--- src/rtl/cmd_encod_linear_split.sv ---
// cmd_encod_linear_split: splits a linear burst request into chunks
// bounded by row end and max transfer size, one encoder command each.
module cmd_encod_linear_split #(
  parameter int ADDRESS_NUMBER = 15,
  parameter int COLADDR_NUMBER = 10,
  parameter int NUM_XFER_BITS  = 6,
  parameter int TOTAL_BITS     = 16
) (
  input  logic                      clk,
  input  logic                      mrst_n,
  input  logic                      req_start,
  input  logic [2:0]                req_bank,
  input  logic [ADDRESS_NUMBER-1:0] req_row,
  input  logic [COLADDR_NUMBER-4:0] req_col,
  input  logic [TOTAL_BITS-1:0]     req_num,
  input  logic                      req_skip,
  input  logic                      abort,
  output logic                      start,
  output logic [2:0]                bank_out,
  output logic [ADDRESS_NUMBER-1:0] row_out,
  output logic [COLADDR_NUMBER-4:0] start_col,
  output logic [NUM_XFER_BITS-1:0]  num128_out,
  output logic                      skip_next_page_out,
  input  logic                      enc_done,
  output logic                      busy,
  output logic                      done
);

  localparam int CW  = COLADDR_NUMBER - 3;
  localparam int RW  = CW + 1;
  localparam int XW  = NUM_XFER_BITS + 1;
  localparam int MW0 = (TOTAL_BITS > RW) ? TOTAL_BITS : RW;
  localparam int MW  = (MW0 > XW) ? MW0 : XW;

  localparam logic [MW-1:0] ROW_LEN  = MW'(1) << CW;
  localparam logic [MW-1:0] MAX_XFER = MW'(1) << NUM_XFER_BITS;

  typedef enum logic [1:0] {
    IDLE,
    CALC,
    ISSUE,
    WAIT
  } state_t;

  state_t                    state_q;
  logic [2:0]                lat_bank_q;
  logic                      lat_skip_q;
  logic [ADDRESS_NUMBER-1:0] cur_row_q;
  logic [CW-1:0]             cur_col_q;
  logic [TOTAL_BITS-1:0]     rem_q;
  logic [MW-1:0]             chunk_q;
  logic                      abort_q;

  logic                      start_q;
  logic                      done_q;
  logic                      busy_q;
  logic [2:0]                bank_q;
  logic [ADDRESS_NUMBER-1:0] row_q;
  logic [CW-1:0]             scol_q;
  logic [NUM_XFER_BITS-1:0]  num_q;
  logic                      skip_q;

  logic [MW-1:0]             rem_w;
  logic [MW-1:0]             room_w;
  logic [MW-1:0]             chunk_w;
  logic                      last_w;
  logic [TOTAL_BITS-1:0]     rem_d;
  logic [RW-1:0]             col_sum;
  logic                      stop_w;

  // Chunk = min(remaining, max transfer, room left in the row).
  always_comb begin
    rem_w   = MW'(rem_q);
    room_w  = ROW_LEN - MW'(cur_col_q);
    chunk_w = rem_w;
    if (chunk_w > MAX_XFER) chunk_w = MAX_XFER;
    if (chunk_w > room_w)   chunk_w = room_w;
    last_w  = (chunk_w == rem_w);
  end

  assign rem_d   = rem_q - TOTAL_BITS'(chunk_q);
  assign col_sum = RW'(cur_col_q) + RW'(chunk_q);
  assign stop_w  = abort_q | abort;

  always_ff @(posedge clk or negedge mrst_n) begin
    if (!mrst_n) begin
      state_q    <= IDLE;
      lat_bank_q <= '0;
      lat_skip_q <= 1'b0;
      cur_row_q  <= '0;
      cur_col_q  <= '0;
      rem_q      <= '0;
      chunk_q    <= '0;
      abort_q    <= 1'b0;
      start_q    <= 1'b0;
      done_q     <= 1'b0;
      busy_q     <= 1'b0;
      bank_q     <= '0;
      row_q      <= '0;
      scol_q     <= '0;
      num_q      <= '0;
      skip_q     <= 1'b0;
    end else begin
      start_q <= 1'b0;
      done_q  <= 1'b0;
      if (state_q != IDLE) abort_q <= abort_q | abort;
      unique case (state_q)
        IDLE: begin
          if (req_start) begin
            lat_bank_q <= req_bank;
            lat_skip_q <= req_skip;
            cur_row_q  <= req_row;
            cur_col_q  <= req_col;
            rem_q      <= req_num;
            abort_q    <= 1'b0;
            if (req_num == '0) begin
              done_q <= 1'b1;
            end else begin
              state_q <= CALC;
              busy_q  <= 1'b1;
            end
          end
        end
        CALC: begin
          chunk_q <= chunk_w;
          bank_q  <= lat_bank_q;
          row_q   <= cur_row_q;
          scol_q  <= cur_col_q;
          num_q   <= chunk_w[NUM_XFER_BITS-1:0];
          skip_q  <= last_w ? lat_skip_q : 1'b1;
          start_q <= 1'b1;
          state_q <= ISSUE;
        end
        ISSUE: begin
          state_q <= WAIT;
        end
        WAIT: begin
          if (enc_done) begin
            rem_q     <= rem_d;
            cur_col_q <= col_sum[CW-1:0];
            if (col_sum[CW]) cur_row_q <= cur_row_q + 1'b1;
            if ((rem_d != '0) && !stop_w) begin
              state_q <= CALC;
            end else begin
              state_q <= IDLE;
              busy_q  <= 1'b0;
              done_q  <= 1'b1;
            end
          end
        end
        default: state_q <= IDLE;
      endcase
    end
  end

  assign start              = start_q;
  assign done               = done_q;
  assign busy               = busy_q;
  assign bank_out           = bank_q;
  assign row_out            = row_q;
  assign start_col          = scol_q;
  assign num128_out         = num_q;
  assign skip_next_page_out = skip_q;

endmodule

--- config.mk ---
export PLATFORM = sky130hd
export DESIGN_NAME = cmd_encod_linear_split
export DESIGN_NICKNAME = d
export VERILOG_FILES = /design/src/rtl/cmd_encod_linear_split.sv
export SDC_FILE = /design/constraint.sdc
export NUM_CORES = 1
export LEC_CHECK = 0
export CAP_MARGIN = 20
export CELL_PAD_IN_SITES_DETAIL_PLACEMENT = 1
export CELL_PAD_IN_SITES_GLOBAL_PLACEMENT = 1
export CORE_AREA = 2 2 103 144
export DETAILED_ROUTE_END_ITERATION = 6
export DIE_AREA = 0 0 105 146
export PLACE_DENSITY = 0.91
export SLEW_MARGIN = 20
export SYNTH_ARGS = -nofsm -noshare
export SYNTH_HDL_FRONTEND = slang
export SYNTH_SLANG_ARGS = --single-unit
--- constraint.sdc ---
create_clock -name clk -period 4.3 [get_ports clk]
set_clock_uncertainty 0.05 [all_clocks]
set_input_delay 0.43 -clock clk [delete_from_list [all_inputs] [get_ports clk]]
set_output_delay 0.43 -clock clk [all_outputs]
set_load 0.1 [all_outputs]
Word-level counts from Yosys, hierarchy flattened
Cells that the tools add are included.
{"block": "totals", "wordCells": 76, "in_bits": 47, "regBits": 96, "out_inout_bits": 35}
{"block": "op_classes", "n_eq_ne": 9, "reduce_logical": 12, "n_bitwise": 1, "muxes": 32, "magnitude_cmp": 2, "n_addsub": 4}
{"op": "2-to-1 mux 16 bit", "count": 4}
{"op": "2-to-1 mux 15 bit", "count": 3}
{"op": "one-hot mux 16 bit (2 select lines)", "count": 1}
{"op": "one-hot mux 15 bit (2 select lines)", "count": 1}
{"op": "equality test 16 bit", "count": 1}
{"op": "> comparator 16 bit", "count": 1}
{"op": "> comparator 16 x 7 -> 1 bit (second input constant)", "count": 1}
{"op": "logical NOT 16 bit", "count": 1}
{"op": "nonzero test 16 bit", "count": 1}
{"op": "subtractor 16 bit", "count": 1}
{"op": "adder 15 x 1 -> 15 bit (second input constant)", "count": 1}
{"op": "2-to-1 mux 1 bit", "count": 14}
{"op": "2-to-1 mux 7 bit", "count": 2}
{"op": "one-hot mux 7 bit (2 select lines)", "count": 1}
{"op": "inequality test 2 bit (second input constant)", "count": 5}
{"op": "subtractor 8 x 7 -> 9 bit (first input constant)", "count": 1}
{"op": "adder 7 x 8 -> 8 bit", "count": 1}
{"op": "one-hot mux 2 bit (4 select lines)", "count": 1}
{"op": "2-to-1 mux 2 bit", "count": 3}
{"op": "AND reduction 3 bit", "count": 2}
{"op": "AND reduction 5 bit", "count": 1}
{"op": "equality test 2 bit (second input constant)", "count": 2}
{"op": "one-hot mux 1 bit (2 select lines)", "count": 2}
{"op": "AND reduction 4 bit", "count": 1}
{"op": "7 further kinds", "count": 8}

Longest topological paths before layout
{"block": "depth", "depth_word": 6, "depth_mapped": 15, "ltp_nobuf": 15}

Least setup slack after synthesis
Ideal clock, no wire load.
{"block": "synth_path", "path_type": "reg-to-reg", "from": "reg cur_col_q[3]", "to": "reg chunk_q[2]", "required_time_ns": 4.173, "n_path_buf": 1, "period_less_slack_ns": 3.601, "arrival_ns": 3.474, "path_slack_ns": 0.699, "setup_ns": 0.077, "path_stages_with_launch": 12, "cell_sequence": "dfrtp_1 or3_1 or3b_2 xor2_1 inv_1 ha_1 and4_1 o21ai_0 a32oi_1 clkbuf_1 mux2_2 a21oi_1"}
{"block": "synth_via", "elab_chain_len": 3}
{"item": "start, declared", "line": "49", "source": "logic [CW-1:0] cur_col_q;"}
{"item": "start signal, assigned", "line": "113", "source": "cur_col_q <= req_col;"}
{"item": "start signal, assigned", "line": "140", "source": "cur_col_q <= col_sum[CW-1:0];"}
{"item": "subtractor 8 x 7 -> 9 bit", "line": "74", "source": "room_w = ROW_LEN - MW'(cur_col_q);"}
{"item": "> comparator 16 bit", "line": "77", "source": "if (chunk_w > room_w) chunk_w = room_w;"}
{"item": "2-to-1 mux 16 bit", "line": "77"}
{"item": "end signal, assigned", "line": "125", "source": "chunk_q <= chunk_w;"}
{"item": "end, declared", "line": "51", "source": "logic [MW-1:0] chunk_q;"}
Every way passes these cells.
A chain may end at the register's enable or synchronous reset.

Final worst setup path
{"block": "layout_path", "from": "reg cur_col_q[3]", "to": "reg skip_q (netlist: skip_next_page_out)"}
{"block": "layout_via", "elab_chain_len": 5}
{"item": "subtractor 8 x 7 -> 9 bit *", "line": "74"}
{"item": "> comparator 16 bit", "line": "77"}
{"item": "2-to-1 mux 16 bit *", "line": "77"}
{"item": "equality test 16 bit *", "line": "78", "source": "last_w = (chunk_w == rem_w);"}
{"item": "2-to-1 mux 1 bit *", "line": "130", "source": "skip_q <= last_w ? lat_skip_q : 1'b1;"}
{"item": "end signal, assigned", "line": "130"}
{"item": "end, declared", "line": "61", "source": "logic skip_q;"}
Mark *: on every way between the ends. The rest lies on a longest branch, timed or not.

==> results.json <==
{
  "detail_route.vias_per_cell": 5.944,
  "synth_top_area_frac": 0.3887,
  "final_nets": 789,
  "ys.flop_type": "sky130_fd_sc_hd__dfrtp_1",
  "core_region_area_um2": 13910,
  "drc_errors": 0,
  "final_common_cell": "sky130_fd_sc_hd__dfrtp_1",
  "dpl.cell_count": 879,
  "cts-resized-gates": 0,
  "dp.final_hpwl_mm": 13.49,
  "antennaDiodeCount": 0,
  "final_min_period_over_clock_period": 0.9105,
  "drt_pre_antenna_iters": 4,
  "timing.rr.start": "cur_col_q[3]$_DFFE_PN0P_",
  "synthCells": 638,
  "run_status": "completed",
  "initialDrtViolationCount": 246,
  "synth-compound-area-share": 0.1967,
  "post_synthesis_share_of_cell_area_spent_on_full_adders_half_adders_and_majority_gates": 0.08249,
  "fp.dieArea_um2": 15330,
  "holdWs_ps": 60.60,
  "cts.root.buffer_cell": "sky130_fd_sc_hd__clkbuf_16",
  "synth.area.top_cells": "sky130_fd_sc_hd__dfrtp_1 (39%), sky130_fd_sc_hd__ha_1 (7.6%), sky130_fd_sc_hd__mux2_2 (6.2%), sky130_fd_sc_hd__a21oi_1 (4.8%), sky130_fd_sc_hd__o21ai_0 (4.6%)",
  "setup_viol_count_final": 0,
  "tightestPinTransition_ps": 1009,
  "final_antenna_net_count": 0,
  "post_cts_setup_buffer_count": 0,
  "critical_path.reg2reg.endpoint": "skip_next_page_out$_DFFE_PN0P_",
  "gp_routability_congestion": 0.9084,
  "clk_path_buf_depth": 2,
  "area_growth_syn_to_layout_pct": 22.11,
  "crit_fanout": 18,
  "synth_sequential_area_ratio": 0.3887,
  "synth_edf_count": 0,
  "first_global_vias": 5835,
  "post_synth_and_or_nand_nor_area_fraction": 0.1598,
  "initial_antenna_violation_count": 0,
  "die_h_um": 146,
  "critical_path.endpoint_type": "register",
  "worst-endpoint-required_ps": 4470,
  "max_stage_delay_ps": 510,
  "dominant_combinational_cell_family_by_area_after_synthesis": "compound AO/OA/AOI/OAI gates",
  "holdCritPathClass": "in -> async",
  "post-synth-top-area-cell": "sky130_fd_sc_hd__dfrtp_1",
  "timing.max_slew.rel_slack": 0.3251,
  "post_synth_num_cell_types": 58,
  "synthXorXnorAreaFrac": 0.02267,
  "wl_per_cell_um": 21.14,
  "setup.worst_path.start": "cur_col_q[3]$_DFFE_PN0P_",
  "critical_path_class": "reg -> reg",
  "detail_route.wirelength_mm": 18.90,
  "global_route.usage.total": 0.2512,
  "ys_ff_latch": 90,
  "synth.area.mux_share": 0.09847,
  "grt_start_max_net_pins": 59,
  "hold_violations": 0,
  "grt_setup_unrepaired": "no",
  "timing.reg2reg.worst_path_depth": 13,
  "postSynthAreaPerCell_um2": 9.082,
  "placementRows": 51,
  "grt_first_pass_wirelength_mm": 30.50,
  "arrival_ps": 4080,
  "ys_async_sr_fraction": 1.000,
  "top_level_ports": 82,
  "clock_tree.htree_level_count": 3,
  "critPathCapture": "skip_next_page_out$_DFFE_PN0P_",
  "layout-drive-gt1-share": 0.09450,
  "start_util": 0.4165,
  "max_freq_ghz": 0.2554,
  "clock_tree_from_tritoncts": "yes",
  "clkLatencyLatePin_ps": 350,
  "path_cells": "or3_1 > or3b_2 > xor2_1 > inv_1 > ha_1 > and4_1 > o21ai_0 > a32oi_1 > buf_4 > nor2_1 > a21o_1 > a222oi_1 > a31oi_1",
  "ff2ff_setup_slack_ps": 380,
  "globalRouteOverflowTotal": 0,
  "cpMaxStageDelayCell": "sky130_fd_sc_hd__or3b_2",
  "worstSetupStartpointType": "register",
  "timing.setup.tns_ps": 0,
  "fp.dieW_um": 105,
  "synthesis.area_um2": 5794,
  "syn_nets": 722,
  "cts.reportedPaths.clkPinSlew_ps": 70,
  "timing.final.crit_period_ps": 3915,
  "final_cells": 894,
  "holdBufCountCts": 0,
  "portBuffers": 81,
  "detailroute.via_count": 5314,
  "most-common-layout-cells": "sky130_fd_sc_hd__dfrtp_1 (90), sky130_fd_sc_hd__clkdlybuf4s50_1 (80), sky130_fd_sc_hd__a21oi_1 (56)",
  "clock_sink_count": 90,
  "timing.final.max_slew_violations": 0,
  "synthesis.yosys.warnings": 0,
  "maxCapViolations": 0,
  "cts_inserted_buffers": 9
}
-- kinds of logic after synthesis --
kind of cell / count (synthesis)
other cells: 1
fa+ha+maj: 37
mux: 53
simple gates: 187
xor+xnor: 15
compound gates: 183
buf+inv: 72
flops: 90
-- per-stage QoR --
step	cell area, µm²	worst slack, ps	util
floorplan	5794	699.1	-
global placement	6753	784.6	0.4854
detailed placement	6753	585.1	0.4854
CTS	7076	486.9	0.5086
global route	7076	329.2	0.5086
finish	7076	385.0	0.5086
-- state kept, by name (all words and copies together), names as in the netlist --
| register | flops |
|---|---|
| lat_skip_q | 1 |
| busy | 1 |
| bank_out | 3 |
| skip_next_page_out | 1 |
| row_out | 15 |
| start_col | 7 |
| lat_bank_q | 3 |
| cur_row_q | 15 |
| rem_q | 16 |
| chunk_q | 16 |
| cur_col_q | 7 |
| abort_q | 1 |
| start | 1 |
| done | 1 |
| state_q | 2 |
-- synth_stat cells, drive strengths merged (2+ instances only) --
cell / n
nor2b: 11
a31o: 2
o21a: 8
a21oi: 56
a31oi: 3
or3b: 2
or3: 11
a2bb2oi: 5
clkbuf: 21
and3: 9
nor3: 12
o221ai: 2
nor4: 11
mux2: 32
xor2: 8
o211ai: 4
mux2i: 21
inv: 40
nor2: 47
o22ai: 9
nand2: 48
nand3b: 2
nand3: 18
or4: 2
o31a: 4
fa: 2
nand4: 5
a21o: 12
ha: 35
buf: 11
o21ai: 53
dfrtp: 90
a41o: 2
a211oi: 9
a2111oi: 3
xnor2: 7
o21bai: 2
and2: 4
-- how the worst min path moves through the flow --
stage	from	to	slack [ps]	depth (start not counted)
CTS	mrst_n	row_out[5]$_DFFE_PN0P_	80	1
global route	mrst_n	row_out[6]$_DFFE_PN0P_	100	1
floorplan	mrst_n	abort_q$_DFF_PN0_	80	0
finish	mrst_n	row_out[4]$_DFFE_PN0P_	60	1
detailed placement	chunk_q[12]$_DFFE_PN0P_	chunk_q[12]$_DFFE_PN0P_	440	2
global placement	abort_q$_DFF_PN0_	abort_q$_DFF_PN0_	420	2
-- final cells by class --
class                   instances  area, µm²
fillers                      1656       6835
multi-input cells             476       3258
flip-flops and latches         90       2252
repair buffers                 88      860.8
well taps                     185      231.5
clock buffers                   9      225.2
inverters                      40      150.1
clock inverters                 6      97.59
-- critical path, delay by kind of cell (launching register included) --
family          cells  cell delay [ps]
buf+inv             2              400
xor+xnor            1              250
simple gates        4             1320
fa+ha+maj           1              310
compound gates      5              990
flops               1              450
-- metal layers --
metal | track usage | vias up | share of wire
met4 | 0.1227 | 0 | 0.042
met3 | 0.03717 | 50 | 0.033
met5 | 0 | - | 0
li1 | - | 2442 | -
met2 | 0.4627 | 131 | 0.54
met1 | 0.2788 | 2691 | 0.38
Power is left out: the tool's default activity adds up to more than one toggle a clock period on the data nets, which glitch-free logic cannot reach.
